<file path="config.mk">
export PLATFORM = sky130hd
export DESIGN_NAME = bundle_prefetch_queue
export DESIGN_NICKNAME = d
export VERILOG_FILES = /design/src/rtl/bundle_prefetch_queue.sv
export SDC_FILE = /design/constraint.sdc
export NUM_CORES = 1
export LEC_CHECK = 0
export BUFFER_PORTS_ARGS = -buffer_cell sky130_fd_sc_hd__buf_2
export CAP_MARGIN = 0
export CORE_MARGIN = 2
export CORE_UTILIZATION = 45
export CTS_BUF_LIST = sky130_fd_sc_hd__clkbuf_2 sky130_fd_sc_hd__clkbuf_4 sky130_fd_sc_hd__clkbuf_8
export DETAILED_ROUTE_END_ITERATION = 12
export GPL_ROUTABILITY_DRIVEN = 0
export GPL_TIMING_DRIVEN = 0
export PLACE_DENSITY_LB_ADDON = 0.2
export SYNTH_ARGS = -nofsm -noshare
export SYNTH_HDL_FRONTEND = slang
export SYNTH_SLANG_ARGS = --single-unit
export TNS_END_PERCENT = 20
</file>
<file path="constraint.sdc">
create_clock -name CLK -period 3.2 [get_ports CLK]
set_input_delay 0.32 -clock CLK [delete_from_list [all_inputs] [get_ports CLK]]
set_output_delay 0.32 -clock CLK [all_outputs]
set_load 0.1 [all_outputs]
</file>
<file path="src/rtl/bundle_prefetch_queue.sv">
// Fetch stage ahead of VLIW decode: owns the fetch PC, reads instruction memory,
// and buffers {bundle, pc} pairs in a small FIFO drained by decode through a handshake.
module bundle_prefetch_queue #(
  parameter int DEPTH   = 4,
  parameter int ADDR_W  = 8,
  parameter int INSTR_W = 32
) (
  input  logic                         CLK,
  input  logic                         RESET,
  output logic [ADDR_W-1:0]            imem_addr,
  input  logic [INSTR_W-1:0]           imem_data,
  input  logic                         redirect_valid,
  input  logic [ADDR_W-1:0]            redirect_pc,
  output logic                         bundle_valid,
  input  logic                         bundle_ready,
  output logic [INSTR_W-1:0]           bundle,
  output logic [ADDR_W-1:0]            bundle_pc,
  output logic [$clog2(DEPTH+1)-1:0]   count
);

  localparam int PTR_W = $clog2(DEPTH);
  localparam int CNT_W = $clog2(DEPTH+1);
  localparam logic [CNT_W-1:0] FULL_CNT = CNT_W'(DEPTH);

  logic [ADDR_W-1:0]  fetch_pc;
  logic [PTR_W-1:0]   wr_ptr;
  logic [PTR_W-1:0]   rd_ptr;
  logic [INSTR_W-1:0] data_mem [DEPTH];
  logic [ADDR_W-1:0]  pc_mem   [DEPTH];
  logic               push;
  logic               pop;

  // Handshake: a bundle transfers on a cycle where bundle_valid & bundle_ready are
  // both high at the rising edge and no redirect is present; the head holds otherwise.
  assign imem_addr    = fetch_pc;
  assign bundle_valid = (count != '0);
  assign pop          = bundle_valid & bundle_ready & ~redirect_valid;
  assign push         = ~redirect_valid & ((count < FULL_CNT) | pop);

  // Outputs are forced to zero when empty so stale storage never leaks out.
  assign bundle    = bundle_valid ? data_mem[rd_ptr] : '0;
  assign bundle_pc = bundle_valid ? pc_mem[rd_ptr]   : '0;

  always_ff @(posedge CLK) begin
    if (RESET) begin
      fetch_pc <= '0;
      wr_ptr   <= '0;
      rd_ptr   <= '0;
      count    <= '0;
    end else if (redirect_valid) begin
      fetch_pc <= redirect_pc;
      wr_ptr   <= '0;
      rd_ptr   <= '0;
      count    <= '0;
    end else begin
      if (push) begin
        fetch_pc <= fetch_pc + ADDR_W'(1);
        wr_ptr   <= wr_ptr + PTR_W'(1);
      end
      if (pop) begin
        rd_ptr <= rd_ptr + PTR_W'(1);
      end
      if (push && !pop) begin
        count <= count + CNT_W'(1);
      end else if (pop && !push) begin
        count <= count - CNT_W'(1);
      end
    end
  end

  // Storage needs no reset: its contents are only visible behind a nonzero count.
  always_ff @(posedge CLK) begin
    if (!RESET && push) begin
      data_mem[wr_ptr] <= imem_data;
      pc_mem[wr_ptr]   <= fetch_pc;
    end
  end

endmodule
</file>
==> results of run 1 <==
-- layout by cell type (no fill, tap or decap), drive strengths merged, types with 8 or more instances in the layout --
cell type / instances
edfxtp: 160
dfxtp: 17
a21oi: 10
buf: 110
xor2: 10
clkbuf: 27
inv: 9
mux4: 40
nor2: 8
and2: 44
-- through the flow --
stage	util	total power, mW	instances	instance area [um2]	setup TNS, ns
2_1_floorplan	-	3.32	363	7040	0
3_3_place_gp	0.509	3.48	667	7770	-16.83
3_5_place_dp	0.515	3.49	671	7850	0
4_1_cts	0.541	5.01	703	8250	0
5_1_grt	0.541	5.13	703	8250	0
6_report	0.541	4.96	703	8250	0
-- critical path: cells and delay by family, from the launching register on --
family                 cells  cell delay [ns]
buffers and inverters      3             1.19
DFF                        1             0.41
and+or+nand+nor            2             0.37
-- worst paths after layout --
kind                          end  slack, ns          start
setup / recovery       bundle[24]       0.45       count[0]
hold / removal    data_mem[3][24]       0.08  imem_data[24]
setup reg to reg         count[2]       0.61       count[0]
hold reg to reg         wr_ptr[1]       0.51      wr_ptr[1]
-- cells in the mapped netlist, drive strengths merged (2+ instances only) --
cell type | n | area share
inv | 9 | 0.0048
a21oi | 10 | 0.0071
dfxtp | 17 | 0.048
o21a | 6 | 0.0064
or3 | 2 | 0.0018
a211oi | 3 | 0.0046
xor2 | 10 | 0.012
ha | 6 | 0.011
mux4 | 40 | 0.13
xnor2 | 2 | 0.0025
nor2b | 2 | 0.0018
edfxtp | 160 | 0.68
nand3 | 6 | 0.0043
nor3 | 2 | 0.0014
nor2 | 8 | 0.0043
clkbuf | 7 | 0.0037
and2 | 44 | 0.039
or2 | 2 | 0.0018
nand2 | 6 | 0.0032
buf | 13 | 0.020
-- flip-flops by register name, summed over array words and instances (netlist names), named ones only --
register,count
imem_addr,8
count,3
pc_mem,32
wr_ptr,2
data_mem,128
rd_ptr,2
-- layout make-up --
cell class              count  area, um2
inverters                   9       33.8
flip-flops and latches    177       5140
plain buffers              20        171
well taps                 211        264
multi-input cells         157       1690
clock buffers              20        256
fillers                  1266       7010
repair buffers             97        546
clock inverters            12        141
-- logic make-up (layout without fill, tap and decap cells) --
group | Yosys count | after routing | share of synthesized area
AOI/OAI and AO/OA | 22 | 22 | 0.0208
muxes | 41 | 41 | 0.129
and+or+nand+nor | 75 | 75 | 0.0613
buffers and inverters | 29 | 158 | 0.0290
adders and majority gates | 7 | 7 | 0.0135
xor gates and xnor gates | 12 | 12 | 0.0149
DFF | 177 | 177 | 0.731
-- power by group --
group	switching (mW)	total, mW	internal, mW	leakage, nW
registers	0.0326	2.61	2.58	1.60
logic	0.639	0.818	0.179	1.15
clock network	0.744	1.53	0.787	0.202
total	1.42	4.96	3.54	2.95
-- layer usage --
layer  GRT usage  up-vias
li1            -     1635
met1       0.196     1761
met2       0.283       85
met3      0.0438       20
met4      0.0652        2
met5           0        -
==> key figures, run 1 <==
Pwr
  • PD cells: ~600 mW/mm2
  • Leakage power: between 2 and 3 nW
  • Max VDD drop: 0.000252 V

Synth
  • Mapped Cells: 363
  • Syn Nets: about 410
  • Register bit total from synthesis: around 180
  • Ys Warns: 0
  • Yosys cell types: 31
  • Top FF cell, synth: edfxtp_1
  • Mapped Avg Cell Area: between 15 and 20 um2
  • Post-Syn Area: ~0.0070 mm2
  • EDFF count, synth: 160
  • Async S/R FF share, synth: 0
  • Sequential share of the synthesized area: 0.731

Place
  • IO buf count: 93
  • DP HPWL: 7.99 mm
  • Pre-CTS setup slack: 0.622 ns

Critical path
  • Critical path type: flip-flop to output port
  • Worst Path Max Fanout: 10
  • Crit path largest cell delay: 0.43 ns
  • Worst Path Arrival: approximately 2.4 ns
  • Worst Path Required: 2.88 ns
  • CP cell instances: or3_1 > clkbuf_1 > clkbuf_1 > and2_1 > buf_2
  • Crit-path most repeated cell: clkbuf_1
  • Setup crit end kind: output port
  • FF-to-FF path depth: 10
  • Startpoint types: flip-flop
  • Critical path's slowest cell: buf_2

Clock tree
  • TritonCTS clock tree: done
  • CTS Sinks: between 150 and 200
  • Setup Buffers After CTS: 0
  • Clock Path Buffers: 2
  • CTS HTree Levels: 4
  • Clock Latency Late Sink: 0.46 ns
  • Cts repair resizes: 0
  • Clk root buf: clkbuf_8
  • Cts bufs inserted: 17
  • Clock transition at path regs: 0.09 ns
  • Cts-stage hold buffer count: 0

Drt
  • WL/cell: approximately 18 um
  • Number of remaining DRC errors: 0
  • DR WL met2: 6.49 mm
  • Top sig layer: met5
  • DRT Pass-1 Iters: 4
  • DR vias/cell: 4.98
  • DR iter-0 viols: 253
  • Via count: 3503
  • Wirelength, routed: 12.5 mm
  • Metal-1 WL: 5.18 mm
  • DR WL met3: 580 um
  • Post-DRT Antenna Nets: 0

STA
  • Period minus WS final: around 2.8 ns
  • Slew headroom: 0.670
  • Final period util: 0.860
  • Hold Slack: 0.0759 ns
  • # setup viols final: 0
  • Setup ws final: roughly 0.45 ns
  • Highest clock rate: 0.363 GHz
  • Worst-Margin Slew: 0.498 ns
  • Final Hold Viols: 0
  • Fin Clk Skew: 0.00744 ns
  • RSZ-0062 raised after global routing: false
  • Fin. max-slew vios: 0

Job
  • Number of max-cap violations: 0

Floorplanning
  • Die H: 129 um
  • Die footprint: 0.0167 mm2
  • Die width: approximately 130 um
  • Core area: 0.0153 mm2
  • Rows: 45
  • IO Pins: 96
  • Initial Util: 0.461

Min path
  • Hold Crit Depth: 1
  • Worst Hold Class: input pin to flip-flop

Layout
  • Share of layout cells above drive strength 1: 0.386
  • ANT cells: 0
  • Area Overhead vs Synth: 17.2%
  • # nets final: 530

GRT
  • Pin count of the biggest net entering global routing: 31
  • GR Util All Layers: 0.163
  • Initial antenna violation count: 1
  • First-pass GRT wire length: roughly 20 mm
  • GRT Residual Overflow: 0
  • Vias in the first global route: roughly 3800

Status
  • Status: finished, final reports clean
(Power assumes the default switching activity.)
==> run 2: changes to the inputs <==
Clock period 3.2 ns to 2.3 ns, I/O delays scaled along.
==> run 2 against run 1 <==
First-iteration DRC count shrank 14%. Core utilization grew 4.2 points. Combinational power grew 58%. Flip-flop and latch count is the same. Clock skew grew 0.00091 ns. Register-to-register slack lost 0.55 ns. Total power grew 46%.
==> key figures, run 2 (synthesis results as in run 1) <==
Status
  • Status: finished, final reports clean

Drt
  • WL/cell: ~17 um
  • Post-DRT Antenna Nets: 0
  • DR vias/cell: approximately 5
  • Wirelength, routed: 12.9 mm
  • DRT Pass-1 Iters: 4
  • Number of remaining DRC errors: 0
  • Via count: 3646
  • DR iter-0 viols: 218

Layout
  • Reg area: between 0.005 and 0.006 mm2
  • # fillers: 1174
  • Multi-input logic area: 0.00175 mm2
  • # nets final: between 500 and 600
  • Reg with most FFs: data_mem
  • Most frequent cells in the layout: edfxtp_1 (160), buf_2 (59), mux4_2 (40)
  • Share of layout cells above drive strength 1: 0.414
  • ANT cells: 0
  • Area Overhead vs Synth: 26.4%
  • Max reg flops: around 130
  • Most common cell after layout, fill and taps aside: edfxtp_1

Floorplanning
  • Die footprint: 0.0167 mm2
  • IO Pins: 96
  • Core area: between 0.015 and 0.02 mm2
  • Die H: about 130 um
  • Die width: 129 um
  • Rows: 45
  • Initial Util: 0.461

STA
  • Period minus WS final: 2.24 ns
  • Highest clock rate: about 0.45 GHz
  • Worst-Margin Slew: 1.13 ns
  • # setup viols final: 0
  • Fin Clk Skew: 0.00835 ns
  • RSZ-0062 raised after global routing: true
  • Final period util: 0.972
  • Hold Slack: 0.0392 ns
  • Slew headroom: 0.247
  • Final Hold Viols: 0
  • Setup ws final: 0.0636 ns
  • Fin. max-slew vios: 0

Pwr
  • Seq pwr share: 0.500
  • Max VDD drop: about 0.00034 V
  • Switching power: 1.99 mW
  • Comb pwr share: 0.178
  • PD cells: 817 mW/mm2
  • Cell internal pwr: 5.27 mW
  • Leakage power: 3.16 nW
  • Sw Ratio: 0.274
  • Clock network power share: 0.322

Clock tree
  • CTS Sinks: about 180
  • Clock Latency Late Sink: 0.45 ns
  • Clock transition at path regs: approximately 0.08 ns
  • Clk root buf: clkbuf_8
  • TritonCTS clock tree: done
  • CTS HTree Levels: 4
  • Clock Path Buffers: 2
  • Cts bufs inserted: 17

GRT
  • GR Util All Layers: 0.163
  • Pin count of the biggest net entering global routing: 41
  • First-pass GRT wire length: 19.9 mm
  • GRT Residual Overflow: 0
  • Vias in the first global route: 3784
  • Initial antenna violation count: 0

Critical path
  • Startpoint types: flip-flop
  • Worst Path Required: 2.68 ns
  • Worst Path Max Fanout: 5
  • R2R setup slack: ~0.064 ns
  • Worst Path Arrival: 2.62 ns
  • Critical path type: flip-flop to flip-flop
  • Setup crit end kind: flip-flop

Min path
  • Worst Hold Class: input pin to flip-flop

Place
  • Pre-CTS setup slack: -0.128 ns
  • DP HPWL: 7.81 mm
  • IO buf count: 93

Job
  • Number of max-cap violations: 0
==> run 2: layout make-up <==
type                            count  area share
Clock buffer                       23      0.0335
Clock inverter                      9      0.0173
Timing Repair Buffer              132       0.119
Tap cell                          211      0.0297
Inverter                            9     0.00380
Sequential cell                   177       0.580
Buffer                             19      0.0196
Multi-Input combinational cell    157       0.197
==> run 2: per-stage QoR <==
stage / std cells / instance area [um2] / utilization / TNS (ns) / total power, mW
detailed placement: 670 / 7880 / 0.516 / -5.07 / 4.86
global placement: 667 / 7810 / 0.512 / -108.87 / 4.85
floorplan: 363 / 7080 / - / -4.98 / 4.63
CTS: 734 / 8760 / 0.574 / -0.00458 / 7.27
finish: 737 / 8890 / 0.583 / 0 / 7.26
global route: 737 / 8890 / 0.583 / -0.0221 / 7.50
==> run 2: final timing paths <==
kind,start,end,cells after the start
min,redirect_pc[0],imem_addr[0],3
max,count[2],count[2],9
min reg2reg,wr_ptr[1],wr_ptr[1],2
max reg2reg,count[2],count[2],9
==> run 2: critical path: stages, from the launching register on <==
cell and delay, ns:
dfxtp_4 0.36, or3_4 0.44, nand2_4 0.09, or2_4 0.12, ha_4 0.13, inv_2 0.04
fa_2 0.37, xor2_2 0.16, or3_4 0.36, a21oi_2 0.11
==> run 2: what timing repair did <==
| action | 4_1_cts | 5_1_grt |
|---|---|---|
| setup buffers | 0 | 4 |
| endpoints found under the hold margin | 128 | 0 |
| pin swaps | 0 | 6 |
| hold buffers | 32 | 0 |
| setup endpoints to repair | 41 | 32 |
| gates resized for setup | 43 | 37 |
==> run 2: power groups by stage <==
| stage | sequential [mW] | clock (mW) | combinational, mW |
|---|---|---|---|
| 3_3_place_gp | 3.70 | 0 | 1.14 |
| 6_report | 3.63 | 2.34 | 1.29 |
| 3_5_place_dp | 3.71 | 0 | 1.15 |
| 4_1_cts | 3.63 | 2.38 | 1.25 |
| 5_1_grt | 3.64 | 2.51 | 1.35 |
| 2_1_floorplan | 3.80 | 0 | 0.825 |
==> run 2: routing by layer <==
metal / GRT usage / up-vias / part of all wire
met2: 0.271 / 71 / 0.51
met5: 0 / - / 0
met3: 0.0392 / 11 / 0.027
met4: 0.0575 / 0 / 0.012
li1: - / 1700 / -
met1: 0.211 / 1864 / 0.45
==> run 3: changes to the inputs <==
Settings changed: PLACE_DENSITY set to 0.72, PLACE_DENSITY_LB_ADDON 0.2 to not set.
==> run 3 against run 2 <==
Core utilization is 0.28 points lower. Final area is 0.48% lower. Flip-flop and latch count stayed put. Worst setup slack worse by 0.017 ns. Die area stayed put. Critical path type unchanged. Critical endpoint unchanged.
==> key figures, run 3 (synthesis results as in run 1) <==
STA
  • Final period util: 0.980
  • Slew headroom: 0.286
  • Fin. max-slew vios: 0
  • Final Hold Viols: 0
  • # setup viols final: 0
  • Period minus WS final: ~2.3 ns
  • Fin Clk Skew: 0.0117 ns
  • RSZ-0062 raised after global routing: true
  • Highest clock rate: 0.444 GHz
  • Worst-Margin Slew: about 1.1 ns
  • Setup ws final: 0.0468 ns

Critical path
  • Worst Path Max Fanout: 7
  • Worst Path Required: 2.67 ns
  • R2R setup slack: 0.05 ns
  • Worst Path Arrival: 2.63 ns
  • Crit path largest cell delay: 0.39 ns
  • Setup crit end kind: flip-flop
  • Startpoint types: flip-flop
  • CP cell instances: or3_4 > buf_8 > nand2_4 > or2_4 > ha_4 > inv_1 > fa_2 > xor2_1 > or3_1 > a21oi_1
  • Critical path type: flip-flop to flip-flop
  • Critical path's slowest cell: or3_4

Clock tree
  • Cts bufs inserted: 17
  • CTS Sinks: 177
  • Clock transition at path regs: approximately 0.08 ns
  • CTS HTree Levels: 4
  • TritonCTS clock tree: done
  • Clock Path Buffers: 2
  • Clk root buf: clkbuf_8
  • Clock Latency Late Sink: about 0.45 ns

Floorplanning
  • Initial Util: 0.461
  • IO Pins: 96
  • Die footprint: 0.0167 mm2
  • Core area: roughly 0.015 mm2
  • Rows: 45
  • Die width: 129 um
  • Die H: approximately 130 um

Layout
  • Share of layout cells above drive strength 1: 0.406
  • # nets final: ~560
  • ANT cells: 0
  • Most common cell after layout, fill and taps aside: edfxtp_1
  • Area Overhead vs Synth: 25.8%
  • Most frequent cells in the layout: edfxtp_1 (160), buf_2 (59), mux4_2 (40)
  • Max reg flops: 128
  • Reg with most FFs: data_mem
  • Fin util: 0.580

Drt
  • DR vias/cell: just under 5
  • DRT Pass-1 Iters: 4
  • Number of remaining DRC errors: 0
  • WL/cell: 16.9 um
  • DR iter-0 viols: 223
  • Wirelength, routed: 12.5 mm
  • Via count: between 3000 and 4000
  • Post-DRT Antenna Nets: 0

GRT
  • Pin count of the biggest net entering global routing: approximately 40
  • GRT Residual Overflow: 0
  • GR Util All Layers: 0.160
  • First-pass GRT wire length: 19.4 mm
  • Initial antenna violation count: 0
  • Vias in the first global route: approximately 3800

Job
  • Number of max-cap violations: 0

Pwr
  • PD cells: approximately 800 mW/mm2
  • Leakage power: 3.16 nW
  • Max VDD drop: 0.000348 V
  • Overall power: 7.11 mW

Place
  • IO buf count: slightly above 90
  • DP HPWL: roughly 7.8 mm
  • Pre-CTS setup slack: -0.108 ns

Min path
  • Worst Hold Class: input pin to flip-flop

Status
  • Status: finished, final reports clean
## run 3: changes by cell type in the layout (fill, tap and decap cells not counted), sizes merged
cell	before	now
clkinv	3	4
bufinv	4	3
clkinvlp	2	0
clkbuf	29	31
buf	113	112
## run 3: final timing paths
kind                       start            to  cells after the start
setup / recovery        count[1]      count[2]                     10
hold / removal    redirect_pc[1]  imem_addr[1]                      3
setup reg to reg        count[1]      count[2]                     10
hold reg to reg        wr_ptr[1]     wr_ptr[1]                      2
## run 3: layout make-up
class / instances / area, um2
Multi-Input combinational cell: 157 / 1740
Buffer: 20 / 186
Clock inverter: 7 / 110
Tap cell: 211 / 264
Clock buffer: 25 / 313
Sequential cell: 177 / 5160
Inverter: 9 / 33.8
Fill cell: 1162 / 6410
Timing Repair Buffer: 130 / 1050
## run 3: per-layer routing
metal,wire length [um],GRT usage,up-vias
met4,102,0.0480,0
met3,564,0.0512,9
met5,0,0,-
met2,6370,0.274,86
li1,-,-,1708
met1,5420,0.197,1849
## run 3: repair_timing
item / 4_1_cts / 5_1_grt
endpoints found under the setup margin: 41 / 38
resized for setup: 31 / 56
endpoints found under the hold margin: 128 / 0
setup buffers: 0 / 2
pin swaps: 1 / 2
hold buffers: 32 / 0
## run 3: power breakdown
part	internal, mW	total, mW	switching, mW
logic	0.374	1.29	0.917
clock network	1.22	2.19	0.974
registers	3.59	3.63	0.0442
## run 3: worst max-delay path: cells and delay by family, from the launching register on
kind	cells	cell delay, ns
AND/OR/NAND/NOR	4	0.89
adder cells (fa/ha/maj)	2	0.46
flip-flops	1	0.35
buffers and inverters	2	0.20
XOR/XNOR	1	0.15
AO/OA/AOI/OAI	1	0.14
## run 3: through the flow
stage / cell area (um2) / setup TNS (ns) / hold WS, ns / cells
finish: 8850 / 0 / 0.0626 / 736
CTS: 8700 / -0.00439 / 0.0257 / 734
global placement: 7810 / -103.49 / 0.440 / 667
detailed placement: 7880 / -4.28 / 0.447 / 670
floorplan: 7080 / -4.98 / 0.329 / 363
global route: 8850 / -0.0707 / 0.0308 / 736
